### src/rtl/ic2_arbiter.sv
// Round-robin arbiter that lets two requesters share one IC2 master.
// A grant latches the winner's command into the master-side outputs. START then fires a
// one-cycle strobe. WAIT times the transaction for TXN_CYCLES clocks. DONE acknowledges
// the winner and captures read data if the transaction was a read.
module ic2_arbiter #(
  parameter int unsigned TXN_CYCLES = 116
) (
  input  logic        clk,
  input  logic        rst_n,
  input  logic        req0,
  input  logic        req1,
  input  logic        rnw0,
  input  logic        rnw1,
  input  logic [6:0]  addr0,
  input  logic [6:0]  addr1,
  input  logic [15:0] wdata0,
  input  logic [15:0] wdata1,
  output logic        ack0,
  output logic        ack1,
  output logic [15:0] rdata0,
  output logic [15:0] rdata1,
  output logic        start_stb,
  output logic        rnw,
  output logic [6:0]  ic2_addr,
  output logic [15:0] wr_data,
  input  logic [15:0] rd_data,
  output logic        busy,
  output logic        owner
);

  localparam logic [7:0] CntLoad = 8'(TXN_CYCLES - 1);

  typedef enum logic [1:0] {StIdle, StStart, StWait, StDone} state_e;

  state_e     state;
  logic [7:0] cnt;
  // Last-served requester. It resets to 1 so that requester 0 wins the first tie.
  logic       last;
  logic       grant;

  // Winner selection: on a tie the requester that was not served last wins.
  // A lone requester always wins.
  assign grant = (req0 && req1) ? ~last : req1;

  // Transaction FSM. All outputs are registered here.
  always_ff @(posedge clk or negedge rst_n) begin
    if (!rst_n) begin
      state     <= StIdle;
      cnt       <= '0;
      last      <= 1'b1;
      owner     <= 1'b0;
      start_stb <= 1'b0;
      ack0      <= 1'b0;
      ack1      <= 1'b0;
      busy      <= 1'b0;
      rnw       <= 1'b0;
      ic2_addr  <= '0;
      wr_data   <= '0;
      rdata0    <= '0;
      rdata1    <= '0;
    end else begin
      start_stb <= 1'b0;
      ack0      <= 1'b0;
      ack1      <= 1'b0;
      unique case (state)
        StIdle: begin
          if (req0 || req1) begin
            owner     <= grant;
            rnw       <= grant ? rnw1 : rnw0;
            ic2_addr  <= grant ? addr1 : addr0;
            wr_data   <= grant ? wdata1 : wdata0;
            start_stb <= 1'b1;
            busy      <= 1'b1;
            state     <= StStart;
          end
        end
        StStart: begin
          cnt   <= CntLoad;
          state <= StWait;
        end
        StWait: begin
          if (cnt == 8'd0) begin
            // The acknowledge and the read capture both land in the DONE cycle.
            // RDATAx is therefore already valid while ACKx is high.
            if (owner) begin
              ack1 <= 1'b1;
              if (rnw) rdata1 <= rd_data;
            end else begin
              ack0 <= 1'b1;
              if (rnw) rdata0 <= rd_data;
            end
            last  <= owner;
            state <= StDone;
          end else begin
            cnt <= cnt - 8'd1;
          end
        end
        StDone: begin
          busy  <= 1'b0;
          state <= StIdle;
        end
        default: begin
          busy  <= 1'b0;
          state <= StIdle;
        end
      endcase
    end
  end

endmodule

### config.mk
export PLATFORM = sky130hd
export DESIGN_NAME = ic2_arbiter
export DESIGN_NICKNAME = d
export VERILOG_FILES = /design/src/rtl/ic2_arbiter.sv
export SDC_FILE = /design/constraint.sdc
export NUM_CORES = 1
export LEC_CHECK = 0
export CORE_AREA = 3 3 89 91
export CTS_BUF_LIST = sky130_fd_sc_hd__clkbuf_8
export DETAILED_ROUTE_END_ITERATION = 7
export DIE_AREA = 0 0 92 94
export PLACE_DENSITY = 0.82
export REMOVE_ABC_BUFFERS = 1
export SYNTH_ARGS = -nofsm -noshare
export SYNTH_HDL_FRONTEND = slang
export SYNTH_SLANG_ARGS = --single-unit
### constraint.sdc
create_clock -name clk -period 2.1 [get_ports clk]
set_input_delay 0.315 -clock clk [delete_from_list [all_inputs] [get_ports clk]]
set_output_delay 0.315 -clock clk [all_outputs]
set_load 0.05 [all_outputs]
==> results.sh, run 1 <==
export IMPL_status="finished, final reports clean"
export IMPL_synth_area_top_cells="dfrtp_1, mux2_2, mux2i_1"
export IMPL_cts_tree="built"
export IMPL_rr_worst_depth=5
export IMPL_vias=2400
export IMPL_syn_area_per_cell_um2=12.8
export IMPL_critPathMaxStageDelay_ns=0.88
export IMPL_dr_pass1_iters=4
export IMPL_postSynthCellCount=249
export IMPL_portBuffers=128
export IMPL_internal_power_uw=3410
export IMPL_synth_cell_types=39
export IMPL_crit_slowest_cell="clkdlybuf4s50_1"
export IMPL_vias_per_cell=4.91
export IMPL_syn_area_um2=3180
export IMPL_cp_start_kind="flop"
export IMPL_num_antenna_cells=0
export IMPL_synthTopCellsByCount="dfrtp_1, mux2_2, nand2_1"
export IMPL_rrSetupSlack_ns=0.14
export IMPL_yosysMostFrequentCell="dfrtp_1"
export IMPL_clock_latency_ns=0.34
export IMPL_grt_pass1_wl_mm=12.2
export IMPL_cts_htree_levels=3
export IMPL_track_usage_pct=18.3
export IMPL_first_iter_violations=61
export IMPL_drv_cap=0
export IMPL_dieHeight_um=94
export IMPL_seqPwrFrac_pct=33.6
export IMPL_core_um2=7210
export IMPL_grt_antenna_before_repair=0
export IMPL_synth_async_sr_flop_share_pct=100
export IMPL_swShare_pct=42.6
export IMPL_cts_buffer_depth=2
export IMPL_path_max_fanout=4
export IMPL_power_switching_uw=2520
export IMPL_crit_buf_inv=1
export IMPL_required_ns=1.78
export IMPL_power_frac_comb_pct=45.8
export IMPL_hold_violations=0
export IMPL_final_max_slew_viol_count=0
export IMPL_routedWlPerCell_um=15.4
export IMPL_die_x_um=92
export IMPL_arrival_ns=1.70
export IMPL_finalSetupViolations=0
export IMPL_tightestPinTransition_ns=0.561
export IMPL_path_class="flop to output pin"
export IMPL_critical_path_top_delay_family="buffers and inverters"
export IMPL_power_leakage_uw=0.00212
export IMPL_drive_gt1_share_pct=18.2
export IMPL_start_util_pct=44.1
export IMPL_synth_top_cell_area_share_pct=55.9
export IMPL_fillers=544
export IMPL_stdcell_count=489
export IMPL_fmax_mhz=496
export IMPL_hp_class="input port to asynchronous set/reset pin"
export IMPL_yosys_warnings=0
export IMPL_fin_worst_skew_ns=0.0103
export IMPL_tritoncts_num_buffers=9
export IMPL_clkPwrFrac_pct=20.5
export IMPL_synth_edf_count=0
export IMPL_fp_row_count=31
export IMPL_final_util_pct=67.3
export IMPL_synth_ff_type="dfrtp_1"
export IMPL_grt_max_degree=49
export IMPL_timing_final_crit_share_pct=96.0
export IMPL_hold_slack_ns=0.295
export IMPL_overflow=0
export IMPL_syn2layout_area_growth_pct=52.7
export IMPL_ir_worst_vdd_mv=0.854
export IMPL_r2r_start="state[0]$_DFFE_PN0P_"
export IMPL_drt_total_wl_mm=7.52
export IMPL_cts_sinks=72
export IMPL_grt_pass1_vias=2482
export IMPL_place_hpwl_mm=5.87
export IMPL_nets=460
export IMPL_io_pins=129
export IMPL_synth_largest_area_cell="dfrtp_1"
export IMPL_drc=0
export IMPL_reg2reg_to="rdata1[11]$_DFFE_PN0P_"
export IMPL_yosysSeqAreaShare_pct=56.7
export IMPL_total_power_uw=5930
export IMPL_rsz0062_at_grt="no"
export IMPL_ys_seq_elements=72
export IMPL_slew_limit_headroom_pct=62.5
export IMPL_clockRootBuffer="clkbuf_8"
export IMPL_worstSetupPathDepth=1
export IMPL_crit_chain="clkdlybuf4s50_1"
export IMPL_die_area_um2=8650
export IMPL_ant_nets=0
export IMPL_post_route_min_period_ns=2.02
export IMPL_end_kind="output pin"
export IMPL_post_place_cells=471
export IMPL_clk_pin_slew_worst_paths_ns=0.07
export IMPL_p_per_area_nw_per_um2=1220
export IMPL_place_congestion=0.801
[cell families after synthesis]
| family | synth area share, % |
|---|---|
| AO/OA/AOI/OAI | 7.60 |
| flip-flops | 56.7 |
| AND/OR/NAND/NOR | 10.2 |
| multiplexers | 19.6 |
| XOR/XNOR | 0.551 |
| adder cells (fa/ha/maj) | 2.75 |
| buffers and inverters | 2.60 |
[layer usage]
metal  up-vias  track usage (%)  share of wire (%)
met5         -                0                  0
met4         0             4.83               0.63
met3         6             6.73                6.2
met2        64             32.3                 54
met1      1177             20.9                 39
li1       1153                -                  -
[cell type report]
type	instances	area (um2)	area share, %
Inverter	7	26.3	0.541
Clock buffer	9	124	2.55
Sequential cell	72	1800	37.1
Tap cell	99	124	2.55
Multi-Input combinational cell	160	1310	27.0
Timing Repair Buffer	135	1370	28.2
Clock inverter	7	100	2.06
[cells in the final DEF (no fill, tap or decap), types with 2 or more instances in the layout]
master             n
a31oi_1            2
o21ai_1            2
buf_12             3
xor2_1             2
ha_1               7
clkdlybuf4s50_1  127
mux2_2            34
dfrtp_1           71
mux2i_1           24
nor2_1             3
inv_6              3
clkbuf_8           9
buf_4              3
nand2_1           29
o21ai_0           26
inv_1              7
nor3_1             2
a21oi_1            4
nor4_4             2
bufinv_16          2
nand4_4            2
[state kept, by name (all words and copies together), names as in the netlist]
| signal | cells |
|---|---|
| ack0 | 1 |
| ack1 | 1 |
| busy | 1 |
| cnt | 8 |
| ic2_addr | 7 |
| last | 1 |
| owner | 1 |
| rdata0 | 16 |
| rdata1 | 16 |
| rnw | 1 |
| start_stb | 1 |
| state | 2 |
| wr_data | 16 |
[worst max path at each step]
stage,start,end,slack [ns]
after CTS,rnw$_DFFE_PN0P_,rnw,0.06
after floorplan,last$_DFFE_PN1P_,ic2_addr[0]$_DFFE_PN0P_,-1.51
after detailed placement,state[0]$_DFFE_PN0P_,rdata0[0]$_DFFE_PN0P_,0.12
final,rnw$_DFFE_PN0P_,rnw,0.08
after global routing,state[0]$_DFFE_PN0P_,rdata1[8]$_DFFE_PN0P_,0.007
after global placement,state[0]$_DFFE_PN0P_,rdata0[8]$_DFFE_PN0P_,0.18
[power groups by stage]
stage	Combinational [uW]	Sequential [uW]	Clock, uW
6_report	2720	1990	1220
5_1_grt	2900	2050	1310
3_3_place_gp	2670	2000	0
3_5_place_dp	2730	2020	0
4_1_cts	2740	2000	1250
2_1_floorplan	745	2980	0
[through the flow]
stage                     setup WS, ns  TNS (ns)  instance area (um2)
after CTS                       0.0612         0                 4830
after floorplan                  -1.51    -39.25                 3120
after detailed placement         0.117         0                 4600
final                           0.0836         0                 4850
after global routing           0.00664         0                 4850
after global placement           0.179         0                 4600
[timing repair]
action,in CTS,in global routing
setup endpoints to repair,0,11
hold buffers,1,0
endpoints found under the hold margin,2,0
resized for setup,0,1
buffers inserted,0,1
Power figures use the tool's default switching activity.
==> run 2: changes to the inputs <==
--- a/config.mk
+++ b/config.mk
@@ -5,10 +5,10 @@
 export SDC_FILE = /design/constraint.sdc
 export NUM_CORES = 1
 export LEC_CHECK = 0
-export CORE_AREA = 3 3 89 91
+export CORE_AREA = 8 8 94 96
 export CTS_BUF_LIST = sky130_fd_sc_hd__clkbuf_8
 export DETAILED_ROUTE_END_ITERATION = 7
-export DIE_AREA = 0 0 92 94
+export DIE_AREA = 0 0 102 104
 export PLACE_DENSITY = 0.82
 export REMOVE_ABC_BUFFERS = 1
 export SYNTH_ARGS = -nofsm -noshare
==> run 2 against run 1 <==
  * Utilization down 2.7 points
  * Routed wire length up 9.7%
  * Final area is 0.90% lower
  * Count of clock-buffer cells in the layout stayed put
  * Clock skew decreased by 0.0019 ns
  * Die area is 23% higher
  * Via count is 0.33% higher
  * Cell count grew 0.41%
  * Sequential power about the same
  * Worst hold slack better by 0.17 ns
==> results.sh, run 2 (synthesized netlist as in run 1, its figures left out) <==
export IMPL_status="finished, final reports clean"
export IMPL_arrival_ns=2.21
export IMPL_drive_gt1_share_pct=18.0
export IMPL_final_cell_mix="clkdlybuf4s50_1, dfrtp_1, mux2_2"
export IMPL_routedWlPerCell_um=16.8
export IMPL_crit_slowest_cell="dfrtp_1"
export IMPL_reg_top3="rdata0 x16, rdata1 x16, wr_data x16"
export IMPL_pre_cts_ws_ns=0.101
export IMPL_hold_violations=0
export IMPL_clockRootBuffer="clkbuf_8"
export IMPL_num_antenna_cells=0
export IMPL_path_max_fanout=16
export IMPL_fmax_mhz=503
export IMPL_cts_buffer_depth=2
export IMPL_p_per_area_nw_per_um2=1200
export IMPL_fillers=593
export IMPL_ir_worst_vdd_mv=0.618
export IMPL_place_area_um2=4600
export IMPL_track_usage_pct=15.9
export IMPL_grt_pass1_wl_mm=13.1
export IMPL_layout_commonest_cell="clkdlybuf4s50_1"
export IMPL_dieHeight_um=104
export IMPL_startpoint="state[0]$_DFFE_PN0P_"
export IMPL_critical_path_top_delay_family="simple AND/OR/NAND/NOR gates"
export IMPL_cts_htree_levels=3
export IMPL_crit_buf_inv=1
export IMPL_final_area_um2=4810
export IMPL_cp_start_kind="flop"
export IMPL_end_kind="flop"
export IMPL_critPathMaxStageDelay_ns=0.42
export IMPL_hp_class="input port to asynchronous set/reset pin"
export IMPL_grt_max_degree=39
export IMPL_drc=0
export IMPL_tritoncts_num_buffers=9
export IMPL_vias_per_cell=4.90
export IMPL_drt_total_wl_mm=8.25
export IMPL_post_route_min_period_ns=1.99
export IMPL_core_um2=7450
export IMPL_post_cts_buffers=0
export IMPL_path_class="flop to flop"
export IMPL_die_x_um=102
export IMPL_first_iter_violations=74
export IMPL_tightestPinTransition_ns=0.593
export IMPL_grt_pass1_vias=2535
export IMPL_clk_pin_slew_worst_paths_ns=0.08
export IMPL_dr_pass1_iters=4
export IMPL_place_hpwl_mm=6.49
export IMPL_rsz0062_at_grt="no"
export IMPL_hold_slack_ns=0.470
export IMPL_drv_cap=0
export IMPL_cts_tree="built"
export IMPL_place_congestion=0.826
export IMPL_postLayoutSetupSlackWorst_ns=0.110
export IMPL_fp_row_count=32
export IMPL_start_util_pct=42.7
export IMPL_slew_limit_headroom_pct=60.4
export IMPL_r2r_start="state[0]$_DFFE_PN0P_"
export IMPL_timing_final_crit_share_pct=94.8
export IMPL_portBuffers=128
export IMPL_regArea_um2=1800
export IMPL_crit_chain="inv_1, ha_1, and4bb_2, nand4_4, mux2_2"
export IMPL_ant_nets=0
export IMPL_nets=459
export IMPL_cts_sinks=72
export IMPL_overflow=0
export IMPL_required_ns=2.32
export IMPL_grt_antenna_before_repair=0
export IMPL_clock_latency_ns=0.34
export IMPL_finalSetupViolations=0
export IMPL_final_max_slew_viol_count=0
export IMPL_multi_input_area_um2=1310
export IMPL_syn2layout_area_growth_pct=51.3
export IMPL_fin_worst_skew_ns=0.00839
export IMPL_io_pins=129
export IMPL_die_area_um2=10600
export IMPL_power_leakage_uw=0.00209
export IMPL_vias=2408
==> run 2: path summary, 6_finish.rpt <==
kind,slack [ns],cells after the start,to
worst max-delay path,0.11,5,rdata0[6]$_DFFE_PN0P_
worst min-delay path,0.47,2,cnt[0]$_DFFE_PN0P_
worst max register to register,0.11,5,rdata0[6]$_DFFE_PN0P_
worst min register to register,0.48,2,ic2_addr[2]$_DFFE_PN0P_
max in group asynchronous,1.05,3,wr_data[9]$_DFFE_PN0P_
min in group clk,0.48,2,ic2_addr[2]$_DFFE_PN0P_
==> run 2: through the flow <==
step | utilization (%) | power, uW | TNS, ns | std cells
final | 64.6 | 5780 | 0 | 491
after global routing | 64.6 | 6100 | 0 | 491
after CTS | 64.6 | 5830 | 0 | 491
after detailed placement | 61.8 | 4750 | 0 | 474
after global placement | 61.8 | 4670 | 0 | 474
after floorplan | - | 3720 | -39.25 | 239
==> run 2: timing repair <==
action                     CTS  global route
setup endpoints to repair    0             1
gates resized for setup      0             1
hold buffers                 1             0
hold endpoints to repair    36             0
==> run 2: metal layers <==
metal | share of wire (%) | vias up | GRT usage (%)
met3 | 6.0 | 10 | 4.42
li1 | - | 1152 | -
met5 | 0 | - | 0
met4 | 1.8 | 0 | 5.88
met2 | 52 | 68 | 27.6
met1 | 41 | 1178 | 17.8
==> run 2: power by group <==
part | total (uW) | internal [uW] | switching [uW]
Sequential | 2000 | 1740 | 256
Clock | 1080 | 550 | 533
Combinational | 2700 | 973 | 1730
==> run 2: worst reg2reg max path, cell delays in order, from the launching register on <==
cell and delay (ns):
dfrtp_1 0.42, inv_1 0.12, ha_1 0.22, and4bb_2 0.38
nand4_4 0.33, mux2_2 0.40
==> run 2: layout make-up <==
class / count / area share [%]
Sequential cell: 72 / 37.5
Clock buffer: 9 / 2.57
Inverter: 7 / 0.546
Clock inverter: 7 / 1.51
Timing Repair Buffer: 134 / 28.0
Tap cell: 102 / 2.65
Multi-Input combinational cell: 160 / 27.2
==> run 3: changes to the inputs <==
--- a/config.mk
+++ b/config.mk
@@ -11,6 +11,7 @@
 export DIE_AREA = 0 0 102 104
 export PLACE_DENSITY = 0.82
 export REMOVE_ABC_BUFFERS = 1
+export SKIP_CTS_REPAIR_TIMING = 1
 export SYNTH_ARGS = -nofsm -noshare
 export SYNTH_HDL_FRONTEND = slang
 export SYNTH_SLANG_ARGS = --single-unit
==> results of run 3 <==
Same layout as run 2: the final DEF is identical, and so are final timing and power.
